<file path="src/rtl/id_inst_queue_pkg.sv">
// -----------------------------------------------------------------------------
// id_inst_queue_pkg
// Shared constants and helpers for the IF->ID instruction queue.
//   IQ_INST_W : width of one instruction lane (32 bits)
//   IQ_NOP    : value driven on id_inst when no instruction is valid
//   lane_bits : width of a lane index; at least 1 so single-lane builds
//               still have a legal vector width
// -----------------------------------------------------------------------------
package id_inst_queue_pkg;

  localparam int IQ_INST_W = 32;
  localparam logic [IQ_INST_W-1:0] IQ_NOP = '0;

  function automatic int lane_bits(input int lanes);
    return (lanes > 1) ? $clog2(lanes) : 1;
  endfunction

endpackage

</file>
<file path="src/rtl/iq_lane_compact.sv">
// -----------------------------------------------------------------------------
// iq_lane_compact
// Drops the lanes of a fetch line that sit below the fetch PC and shifts the
// remaining lanes down, so compacted lane 0 is always the first wanted
// instruction. Purely combinational.
// Ports:
//   fq_pc     in   PC_W            PC of first wanted instruction in the line
//   fq_data   in   FETCH_W         fetch line, lane i = bits [32i+31:32i]
//   lane_inst out  LANES x 32      compacted instructions
//   lane_pc   out  LANES x PC_W    PC of each compacted instruction
//   lane_vld  out  LANES           compacted lane holds a wanted instruction
//   lane_cnt  out  $clog2(LANES+1) number of wanted instructions in the line
// -----------------------------------------------------------------------------
module iq_lane_compact
  import id_inst_queue_pkg::*;
#(
  parameter  int FETCH_W = 64,
  parameter  int PC_W    = 64,
  localparam int LANES   = FETCH_W / IQ_INST_W,
  localparam int CNT_W   = $clog2(LANES + 1)
) (
  input  logic [PC_W-1:0]                     fq_pc,
  input  logic [FETCH_W-1:0]                  fq_data,
  output logic [LANES-1:0][IQ_INST_W-1:0]     lane_inst,
  output logic [LANES-1:0][PC_W-1:0]          lane_pc,
  output logic [LANES-1:0]                    lane_vld,
  output logic [CNT_W-1:0]                    lane_cnt
);

  localparam int LB = lane_bits(LANES);

  logic [LB-1:0]   start;
  logic [PC_W-1:0] line_base;
  // Byte offset within a 32-bit instruction carries no information here.
  logic            unused_pc_lsbs;

  assign unused_pc_lsbs = ^fq_pc[1:0];

  generate
    if (LANES > 1) begin : g_multi_lane
      assign start     = fq_pc[LB+1:2];
      assign line_base = {fq_pc[PC_W-1:LB+2], {(LB + 2){1'b0}}};
    end else begin : g_single_lane
      assign start     = '0;
      assign line_base = {fq_pc[PC_W-1:2], 2'b00};
    end
  endgenerate

  // NOTE: every always_comb output gets a default first so no path can
  // leave it unassigned and infer a latch.
  always_comb begin
    lane_inst = '0;
    lane_pc   = '0;
    lane_vld  = '0;
    lane_cnt  = CNT_W'(LANES - int'(start));
    for (int j = 0; j < LANES; j++) begin
      if (j + int'(start) < LANES) begin
        lane_vld[j]  = 1'b1;
        lane_inst[j] = fq_data[(j + int'(start)) * IQ_INST_W +: IQ_INST_W];
        lane_pc[j]   = line_base | (PC_W'(j + int'(start)) << 2);
      end
    end
  end

endmodule

</file>
<file path="src/rtl/id_inst_queue.sv">
// -----------------------------------------------------------------------------
// id_inst_queue
// Instruction queue between IF and ID. Accepts whole fetch lines, keeps only
// the lanes at or above the fetch PC, buffers up to DEPTH instructions in a
// circular store and hands one per cycle to the decoder over valid/ready.
// Flush empties the queue and blocks both accept and dequeue that cycle.
//
// Optional feature (macro IQ_BYPASS_EN): on an empty queue the first wanted
// lane of an accepted line is driven on id_* in the same cycle; if the decoder
// takes it, it is not written to storage.
//
// Ports:
//   clk       in   1                clock
//   rst       in   1                asynchronous, active-high reset
//   flush     in   1                pipeline redirect; empties queue
//   fq_valid  in   1                fetch line valid
//   fq_ready  out  1                room for a whole line and not flushing
//   fq_pc     in   PC_W             PC of first wanted instruction in line
//   fq_data   in   FETCH_W          fetch line
//   id_valid  out  1                head instruction valid
//   id_ready  in   1                decoder consumes head
//   id_pc     out  PC_W             PC of head (0 when !id_valid)
//   id_inst   out  32               head instruction (0 when !id_valid)
//   count     out  $clog2(DEPTH+1)  occupied slots
// -----------------------------------------------------------------------------
module id_inst_queue
  import id_inst_queue_pkg::*;
#(
  parameter  int FETCH_W = 64,
  parameter  int DEPTH   = 8,
  parameter  int PC_W    = 64,
  localparam int LANES   = FETCH_W / IQ_INST_W,
  localparam int PTR_W   = $clog2(DEPTH),
  localparam int CNT_W   = $clog2(DEPTH + 1)
) (
  input  logic                 clk,
  input  logic                 rst,
  input  logic                 flush,
  input  logic                 fq_valid,
  output logic                 fq_ready,
  input  logic [PC_W-1:0]      fq_pc,
  input  logic [FETCH_W-1:0]   fq_data,
  output logic                 id_valid,
  input  logic                 id_ready,
  output logic [PC_W-1:0]      id_pc,
  output logic [IQ_INST_W-1:0] id_inst,
  output logic [CNT_W-1:0]     count
);

  localparam int LCNT_W = $clog2(LANES + 1);

  logic [LANES-1:0][IQ_INST_W-1:0] lane_inst;
  logic [LANES-1:0][PC_W-1:0]      lane_pc;
  logic [LANES-1:0]                lane_vld;
  logic [LCNT_W-1:0]               lane_cnt;

  logic [PTR_W-1:0]     head;
  logic [PTR_W-1:0]     tail;
  logic [IQ_INST_W-1:0] mem_inst [DEPTH];
  logic [PC_W-1:0]      mem_pc   [DEPTH];

  logic              stored;
  logic              accept;
  logic              byp_act;
  logic              skip;
  logic              deq;
  logic [CNT_W-1:0]  free_slots;
  logic [LCNT_W-1:0] enq_n;
  logic [CNT_W-1:0]  count_next;

  iq_lane_compact #(
    .FETCH_W (FETCH_W),
    .PC_W    (PC_W)
  ) u_compact (
    .fq_pc     (fq_pc),
    .fq_data   (fq_data),
    .lane_inst (lane_inst),
    .lane_pc   (lane_pc),
    .lane_vld  (lane_vld),
    .lane_cnt  (lane_cnt)
  );

  assign stored     = (count != '0);
  assign free_slots = CNT_W'(DEPTH) - count;
  // Space for a worst-case (all lanes wanted) line; decoder readiness is
  // deliberately ignored to keep id_ready off the IF timing path.
  assign fq_ready   = (free_slots >= CNT_W'(LANES)) && !flush;
  assign accept     = fq_valid && fq_ready;

`ifdef IQ_BYPASS_EN
  assign byp_act = !stored && accept;
`else
  assign byp_act = 1'b0;
`endif

  assign id_valid = (stored || byp_act) && !flush;
  assign id_inst  = !id_valid ? IQ_NOP :
                    stored    ? mem_inst[head] : lane_inst[0];
  assign id_pc    = !id_valid ? '0 :
                    stored    ? mem_pc[head]   : lane_pc[0];

  // A bypassed lane consumed by the decoder never enters storage.
  assign deq        = id_valid && id_ready && stored;
  assign skip       = byp_act && id_ready;
  assign enq_n      = accept ? (lane_cnt - LCNT_W'(skip)) : '0;
  assign count_next = count + CNT_W'(enq_n) - CNT_W'(deq);

  // NOTE: sequential state uses non-blocking assignments so every register
  // samples pre-edge values regardless of process ordering.
  always_ff @(posedge clk or posedge rst) begin
    if (rst) begin
      head  <= '0;
      tail  <= '0;
      count <= '0;
    end else if (flush) begin
      head  <= '0;
      tail  <= '0;
      count <= '0;
    end else begin
      head  <= head + PTR_W'(deq);
      tail  <= tail + PTR_W'(enq_n);
      count <= count_next;
    end
  end

  // NOTE: the storage array has no reset; occupancy lives in count and the
  // outputs are gated by id_valid, so stale slot contents are never visible.
  always_ff @(posedge clk) begin
    if (accept) begin
      for (int j = 0; j < LANES; j++) begin
        if (lane_vld[j] && (j >= int'(skip))) begin
          mem_inst[tail + PTR_W'(j - int'(skip))] <= lane_inst[j];
          mem_pc[tail + PTR_W'(j - int'(skip))]   <= lane_pc[j];
        end
      end
    end
  end

endmodule

</file>
<file path="config.mk">
export PLATFORM = sky130hd
export DESIGN_NAME = id_inst_queue
export DESIGN_NICKNAME = d
export VERILOG_FILES = /design/src/rtl/id_inst_queue_pkg.sv /design/src/rtl/iq_lane_compact.sv /design/src/rtl/id_inst_queue.sv
export SDC_FILE = /design/constraint.sdc
export NUM_CORES = 1
export LEC_CHECK = 0
export CAP_MARGIN = 10
export CORE_MARGIN = 4
export CORE_UTILIZATION = 62
export CTS_CLUSTER_DIAMETER = 150
export DETAILED_ROUTE_END_ITERATION = 10
export HOLD_SLACK_MARGIN = 0.06
export PLACE_DENSITY = 0.85
export SYNTH_ARGS = -nofsm -noshare
export SYNTH_HDL_FRONTEND = slang
export SYNTH_HIERARCHICAL = 1
export SYNTH_SLANG_ARGS = --single-unit
</file>
<file path="constraint.sdc">
create_clock -name clk -period 13.3 [get_ports clk]
set_input_delay 1.995 -clock clk [delete_from_list [all_inputs] [get_ports clk]]
set_output_delay 1.995 -clock clk [all_outputs]
set_load 0.1 [all_outputs]
</file>
==> results of run 1 <==
state kept, by name, indices dropped and copies added (netlist names):
signal,flops
mem_pc,512
mem_inst,256
count,4
head,3
tail,3
final cells by class:
class	instances	share of cell area
timing repair buffer	270	0.05736
antenna	12	0.0006571
tap	855	0.02341
sequential	778	0.5104
inverter	13	0.001068
clock buffer	100	0.04778
multi-input combinational	1365	0.3530
clock inverter	42	0.006380
power by group:
part	internal [mW]	switching, mW
combinational	0.659	1.29
sequential	2.84	0.0587
clock	1.24	0.921
routing by layer:
layer  part of all wire  track usage
met1               0.39       0.3872
met3              0.083      0.05244
met5             0.0011            0
met4              0.025      0.08567
met2               0.50       0.4633
placed cells by master, fill, tap and decap left out, types with 2 or more instances in the layout:
cell,synthesis,layout
edfxtp_1,768,768
mux2_2,678,678
clkdlybuf4s50_1,0,231
mux4_2,192,192
nor2_1,112,106
nor2b_1,101,101
mux2i_1,96,96
mux2_1,90,90
clkbuf_16,0,85
buf_4,80,37
mux2_4,32,32
clkinv_1,0,23
clkbuf_1,48,15
inv_1,13,13
diode_2,0,12
ha_1,12,12
clkinv_2,0,12
dfrtp_1,10,7
a32oi_1,6,6
nor2_4,0,6
conb_1,2,5
xnor2_1,4,4
bufinv_16,0,4
xor2_1,3,3
nand2_1,3,3
nand4_1,3,3
nand3b_1,3,3
and2_1,3,3
dfrtp_4,0,3
nor3b_4,1,2
nand3_4,0,2
nand3_1,4,2
a21oi_4,0,2
fa_1,2,2
inv_6,0,2
tightest hold or removal path: cells and delay by family (launching register included):
kind,cells,cell delay [ns]
adders and majority gates,1,0.14
DFF,1,0.40
and+or+nand+nor,1,0.11
kinds of logic (layout without fill, tap and decap cells):
group,count (synthesis),after routing,synth area share
compound gates,13,13,0.002333
xor+xnor,7,7,0.001504
fa+ha+maj,14,14,0.004667
buf+inv,247,425,0.03516
flops,778,778,0.5721
mux,1088,1088,0.3537
other cells,2,17,0.0001843
simple gates,238,238,0.03040
metrics by stage:
stage | std cells | util | cell area [sq um] | hold WS [ns] | setup slack [ns]
after floorplan | 2390 | - | 40760 | 0.5834 | 5.169
final | 3435 | 0.7051 | 45700 | 0.6988 | 6.293
after CTS | 3423 | 0.7046 | 45670 | 0.7033 | 6.268
after detailed placement | 3281 | 0.6664 | 43190 | 0.6901 | 6.344
after global routing | 3431 | 0.7049 | 45690 | 0.7514 | 6.141
after global placement | 3281 | 0.6664 | 43190 | 0.6746 | 6.470
how the worst min path moves through the flow:
stage,from,endpoint,slack [ns],cells past startpoint
2_1_floorplan,head[0]$_DFF_PP0_,head[0]$_DFF_PP0_,0.58,2
3_3_place_gp,count[0]$_DFF_PP0_,count[0]$_DFF_PP0_,0.67,2
3_5_place_dp,count[0]$_DFF_PP0_,count[0]$_DFF_PP0_,0.69,2
4_1_cts,count[0]$_DFF_PP0_,count[0]$_DFF_PP0_,0.70,2
5_1_grt,count[0]$_DFF_PP0_,count[0]$_DFF_PP0_,0.75,2
6_report,count[0]$_DFF_PP0_,count[0]$_DFF_PP0_,0.70,2
==> results.yml, run 1 <==
setup_path:
  path_max_fanout: 60
  cp-start-kind: "flop"
  r2r_slack_ns: 8.37
  crit_top_cell: "buf_4"
  r2r_cells: 6
  cp_top_family: "buffers and inverters"
  cp.depth: 6
  cp_num_buf_inv: 3
  critPathSlowestCell: "clkdlybuf4s50_1"
  critPathRequiredTime_ns: 11.31
  worstSetupStartpoint: "head[1]$_DFF_PP0_"
  crit_chain: "buf_4, buf_4, mux4_2, mux2i_1, nor2_1, clkdlybuf4s50_1"
  arrival_ns: 5.01
  critical_path_class: "flop to output pin"
  crit_end: "id_pc[62]"
  worstReg2RegEnd: "mem_pc[2][49]$_DFFE_PP_"
  cpPeakStageDelay_ns: 1.01
  r2r-start: "count[2]$_DFF_PP0_"
  end_kind: "output pin"
floorplan:
  die_area_sq_um: 69890
  die_h_um: 264.4
  rows: 93
  coreArea_sq_um: 64810
  start_util: 0.6288
  chipWidth_um: 264.4
  num_io_pins: 235
hold_path:
  worst_hold_path_type: "flop to flop"
clock_network:
  postCtsSetupRepairBufs: 0
  cts_tree: "yes"
  cts.sinks: 778
  cts_inserted_buffers: 80
  clk_pin_slew_ns: 0.06
  clk_latency_ns: 0.62
  cts-root-buf: "clkbuf_16"
  clk_path_buf_depth: 3
  cts_resized: 0
  ctsHoldBuffers: 0
  htree_levels: 3
global_routing:
  antenna_found_initial: 22
  grt_usage: 0.2808
  grt_first_pass_wirelength_mm: 149.5
  grt_pass1_vias: 24360
  overflow: 0
  grt_max_degree: 111
power_and_ir_drop:
  power.leakage_nw: 14.48
  power_density_nw_per_um2: 153.3
  vdd_ir_drop_max_uv: 107.9
  p_total_mw: 7.007
route:
  dr.pass1.iters: 5
  drtIter0Drc: 2318
  wl_mm: 98.99
  antenna_violating_nets_post_route: 0
  vias_per_cell: 6.635
  post-route-drc-count: 0
  wl_per_cell_um: 28.82
  vias: 22790
yosys:
  synth_ff_type: "edfxtp_1"
  synth_area_leader_cell: "edfxtp_1"
  ys_seq_elements: 778
  netlist_instances: 2387
  yosys_warnings: 6
  syn-cell-area_sq_um: 40750
  synth_cell_types: 39
  async_reset_ff_frac: 0.01285
  yosysSeqAreaShare: 0.5721
  synthTopCellsByCount: "edfxtp_1 (768), mux2_2 (678), mux4_2 (192)"
  syn_avg_cell_area_sq_um: 17.07
  synth_top_area_frac: 0.5659
  synth.most_common_cell: "edfxtp_1"
  synth_area_leaders: "edfxtp_1 (57%), mux2_2 (19%), mux4_2 (11%)"
  synth_enable_flop_cells: 768
outcome:
  outcome: "finished, final reports clean"
place:
  place_congestion: 0.7658
  portBuffers: 232
  dp_hpwl_mm: 51.79
sta:
  worstMarginPinSlew_ns: 1.175
  max_freq_ghz: 0.1427
  max-slew-margin-rel: 0.2169
  clock_skew_ns: 0.02944
  finalHoldViolations: 0
  setup_violations: 0
  min_period_ns: 7.007
  maxSlewViolCount: 0
  rsz0062_at_grt: "no"
  fin_crit_sh: 0.5269
  tns_ns: 0
finish:
  num-nets-final: 2655
  regArea_sq_um: 23320
  drive_above_1_share: 0.4139
  fillerInstances: 3968
  multi_input_area_sq_um: 16130
  area_growth_pct: 12.14
job:
  max-cap-violations: 0
(Power assumes the default switching activity.)
==> run 2, diff against run 1 <==
Settings changed: CORE_UTILIZATION 62 to 61, PLACE_DENSITY 0.85 to 0.84.
Clock period 13.3 ns to 7.35 ns, I/O delays scaled along.
==> run 2 against run 1 <==
Against the previous run: sequential share of layout area down 0.21 points; clock power up 81%; critical path depth down 1; via count down 1.6%; flip-flop and latch count unchanged; cell count up 0.58%; utilization down 0.96 points; first-iteration DRC count down 6.9%; clock-buffer cell count up 9; wire length down 1.4%; clock skew down 0.014 ns; hold slack better by 0.028 ns; critical path type unchanged.
==> results.yml, run 2 (synthesis results as in run 1) <==
clock_network:
  clk_latency_ns: 0.61
  cts_tree: "yes"
  cts-root-buf: "clkbuf_16"
  cts_inserted_buffers: 81
  cts_resized: 0
  clk_pin_slew_ns: 0.06
  htree_levels: 3
  cts.sinks: 778
  postCtsSetupRepairBufs: 0
  clk_path_buf_depth: 3
  ctsHoldBuffers: 0
route:
  wl_mm: 97.60
  vias_per_cell: 6.489
  wl_per_cell_um: 28.25
  antenna_violating_nets_post_route: 0
  dr.pass1.iters: 5
  drtIter0Drc: 2159
  post-route-drc-count: 0
  vias: 22420
global_routing:
  grt_pass1_vias: 24070
  grt_max_degree: 86
  antenna_found_initial: 15
  grt_usage: 0.2740
  grt_first_pass_wirelength_mm: 146.6
  overflow: 0
finish:
  area_growth_pct: 12.60
  drive_above_1_share: 0.4170
  layout_commonest_cell: "edfxtp_1"
  reg_top3: "mem_pc: 512 flops, mem_inst: 256 flops, count: 4 flops"
  regMostFlops: "mem_pc"
  largest_reg_flops: 512
  num-nets-final: 2671
  final_cell_count_no_fill: 3455
  mostFrequentLayoutCells: "edfxtp_1 (768), mux2_2 (678), clkdlybuf4s50_1 (231), mux4_2 (192), nor2_1 (106)"
floorplan:
  die_area_sq_um: 71010
  rows: 94
  coreArea_sq_um: 65980
  start_util: 0.6176
  die_h_um: 266.5
  chipWidth_um: 266.5
  num_io_pins: 235
power_and_ir_drop:
  power_density_nw_per_um2: 276.2
  power.leakage_nw: 14.57
  vdd_ir_drop_max_uv: 239.6
place:
  dp_hpwl_mm: 52.25
  place_congestion: 0.7632
  portBuffers: 232
  dp_cells: 3305
sta:
  rsz0062_at_grt: "no"
  worstMarginPinSlew_ns: 1.080
  fin_crit_sh: 0.7362
  setup_violations: 0
  min_period_ns: 5.411
  tns_ns: 0
  max-slew-margin-rel: 0.2785
  finalHoldViolations: 0
  maxSlewViolCount: 0
  max_freq_ghz: 0.1848
  clock_skew_ns: 0.01528
setup_path:
  path_max_fanout: 58
  critical_path_class: "flop to output pin"
  arrival_ns: 4.31
  end_kind: "output pin"
  critPathRequiredTime_ns: 6.25
  cp-start-kind: "flop"
hold_path:
  worst_hold_path_type: "flop to flop"
job:
  max-cap-violations: 0
outcome:
  outcome: "finished, final reports clean"
## run 2: layout make-up
cell class / count / area (sq um)
diodes: 8 / 20.02
multi-input cells: 1365 / 16130
inverters: 13 / 48.80
fillers: 4137 / 20090
repair buffers: 285 / 2809
well taps: 864 / 1081
clock inverters: 33 / 227.7
flip-flops and latches: 778 / 23320
clock buffers: 109 / 2247
## run 2: per-stage QoR
step	instance area, sq um	utilization	total power [mW]	hold WS [ns]	setup WS, ns
2_1_floorplan	40760	-	8.028	0.5834	0.1113
3_3_place_gp	43390	0.6576	8.804	0.6943	2.320
3_5_place_dp	43390	0.6576	8.875	0.7281	2.256
4_1_cts	45870	0.6951	12.75	0.7379	1.860
5_1_grt	45880	0.6953	13.09	0.7817	1.744
6_report	45890	0.6955	12.68	0.7268	1.939
## run 2: worst paths after layout
path | startpoint | endpoint | slack (ns) | depth (start not counted)
max | head[1]$_DFF_PP0_ | id_inst[4] | 1.94 | 5
min | tail[2]$_DFF_PP0_ | tail[2]$_DFF_PP0_ | 0.73 | 2
max in group asynchronous | rst | head[2]$_DFF_PP0_ | 6.20 | 2
min in group asynchronous | rst | count[3]$_DFF_PP0_ | 0.80 | 2
min reg2reg | tail[2]$_DFF_PP0_ | tail[2]$_DFF_PP0_ | 0.73 | 2
max reg2reg | count[2]$_DFF_PP0_ | mem_pc[7][21]$_DFFE_PP_ | 3.26 | 5
## run 2: worst max-delay path, cell delays in order, from the launching register on
cell	delay [ns]
dfrtp_4	1.06
buf_4	0.64
mux4_2	0.40
mux2i_1	0.48
nor2_1	0.09
clkdlybuf4s50_1	1.00
## run 2: power breakdown
part           internal [mW]  switching [mW]
Clock                   2.24            1.66
Combinational           1.20            2.33
Sequential              5.14           0.101
## run 2: layer usage
| layer | routed length, um | vias up | track usage |
|---|---|---|---|
| met3 | 7987 | 213 | 0.05605 |
| li1 | - | 9690 | - |
| met2 | 48930 | 968 | 0.4638 |
| met5 | 100 | - | 0 |
| met1 | 37880 | 11530 | 0.3622 |
| met4 | 2696 | 16 | 0.08595 |
==> run 3, diff against run 2 <==
Clock period 7.35 ns to 5.4 ns, I/O delays scaled along.
==> run 3 against run 2 <==
Against the previous run: via count increased by 1.0%; clock-buffer cell count decreased by 9; total power is 34% higher; critical endpoint is now id_pc[53].
==> results.yml, run 3 (synthesis results as in run 1) <==
place:
  post_dp_cell_area_sq_um: 43520
  place_congestion: 0.7853
  portBuffers: 232
  dp_hpwl_mm: 53.49
  pre_cts_ws_ns: 1.478
setup_path:
  crit_chain: "buf_4, mux4_2, mux2i_1, nor2_1, buf_4"
  r2r_cells: 5
  path_max_fanout: 41
  critPathSlowestCell: "dfrtp_4"
  crit_top_cell: "buf_4"
  cp_top_family: "flip-flops"
  critPathRequiredTime_ns: 4.59
  end_kind: "output pin"
  cp-start-kind: "flop"
  cp_num_buf_inv: 2
  arrival_ns: 3.42
  cpPeakStageDelay_ns: 1.06
  critical_path_class: "flop to output pin"
  cp.depth: 5
route:
  vias_per_cell: 6.563
  drtIter0Drc: 2185
  post-route-drc-count: 0
  wl_per_cell_um: 28.75
  dr.pass1.iters: 7
  antenna_violating_nets_post_route: 0
  wl_mm: 99.18
  vias: 22640
sta:
  max-slew-margin-rel: 0.2438
  fin_crit_sh: 0.7828
  finalHoldViolations: 0
  min_period_ns: 4.227
  max_freq_ghz: 0.2366
  worstMarginPinSlew_ns: 1.134
  timing.hold.ws_ns: 0.5040
  fin_ws_ns: 1.173
  clock_skew_ns: 0.01596
  rsz0062_at_grt: "no"
  tns_ns: 0
  setup_violations: 0
  maxSlewViolCount: 0
global_routing:
  grt_max_degree: 97
  overflow: 0
  grt_first_pass_wirelength_mm: 148.5
  antenna_found_initial: 7
  grt_pass1_vias: 23960
  grt_usage: 0.2776
outcome:
  outcome: "finished, final reports clean"
clock_network:
  cts_resized: 0
  ctsHoldBuffers: 0
  clk_path_buf_depth: 3
  htree_levels: 3
  cts_inserted_buffers: 78
  cts-root-buf: "clkbuf_16"
  cts.sinks: 778
  clk_latency_ns: 0.62
  cts_tree: "yes"
  clk_pin_slew_ns: 0.06
  postCtsSetupRepairBufs: 0
floorplan:
  die_h_um: 266.5
  die_area_sq_um: 71010
  num_io_pins: 235
  chipWidth_um: 266.5
  rows: 94
  coreArea_sq_um: 65980
  start_util: 0.6176
finish:
  num-nets-final: 2676
  regMostFlops: "mem_pc"
  reg_top3: "mem_pc: 512 flops, mem_inst: 256 flops, count: 4 flops"
  mostFrequentLayoutCells: "edfxtp_1 (768), mux2_2 (678), mux4_2 (192), clkdlybuf4s50_1 (135), buf_4 (125)"
  fin_util: 0.6944
  drive_above_1_share: 0.4543
  largest_reg_flops: 512
  finalInstanceArea_sq_um: 45820
  layout_commonest_cell: "edfxtp_1"
  area_growth_pct: 12.44
job:
  max-cap-violations: 0
power_and_ir_drop:
  vdd_ir_drop_max_uv: 431.0
  power_density_nw_per_um2: 371.4
  power.leakage_nw: 14.78
hold_path:
  worst_hold_path_type: "input pin to asynchronous set/reset pin"
-- run 3: cell count changes in the layout (fill, tap and decap cells not counted), sizes merged --
cell,before,now
buf,54,158
clkbuf,109,100
clkdlybuf4s50,231,135
clkinv,27,28
clkinvlp,1,0
diode,8,4
-- run 3: path summary, 6_finish.rpt --
path	from	slack, ns	endpoint
setup / recovery	head[0]$_DFF_PP0_	1.17	id_pc[53]
hold / removal	rst	0.50	count[1]$_DFF_PP0_
setup reg to reg	count[2]$_DFF_PP0_	1.57	mem_inst[7][8]$_DFFE_PP_
hold reg to reg	count[0]$_DFF_PP0_	0.73	count[0]$_DFF_PP0_
max in group asynchronous	rst	4.57	head[2]$_DFF_PP0_
min in group clk	count[0]$_DFF_PP0_	0.73	count[0]$_DFF_PP0_
-- run 3: per-stage QoR --
step,total power [mW],cells
after global placement,12.01,3313
after global routing,17.57,3448
after floorplan,10.93,2390
after CTS,17.09,3446
final,17.02,3450
after detailed placement,12.11,3313
-- run 3: power breakdown --
| group | internal [mW] | total [mW] | switching [mW] |
|---|---|---|---|
| Sequential | 7.00 | 7.15 | 0.148 |
| Clock | 2.82 | 5.03 | 2.21 |
| Combinational | 1.63 | 4.84 | 3.21 |
| Total | 11.4 | 17.0 | 5.57 |
-- run 3: layer usage --
layer	global-route usage	up-vias	wire length, um
li1	-	9703	-
met1	0.3855	11770	39620
met2	0.4608	1015	48930
met3	0.04784	154	8338
met4	0.07824	6	2259
met5	0	-	35
-- run 3: cell type report --
type	count	area (sq um)
Inverter	13	48.80
Timing Repair Buffer	293	2942
Clock buffer	100	2056
Multi-Input combinational cell	1365	16130
Sequential cell	778	23320
Fill cell	4087	20160
Antenna cell	4	10.01
Tap cell	864	1081
Clock inverter	33	230.2
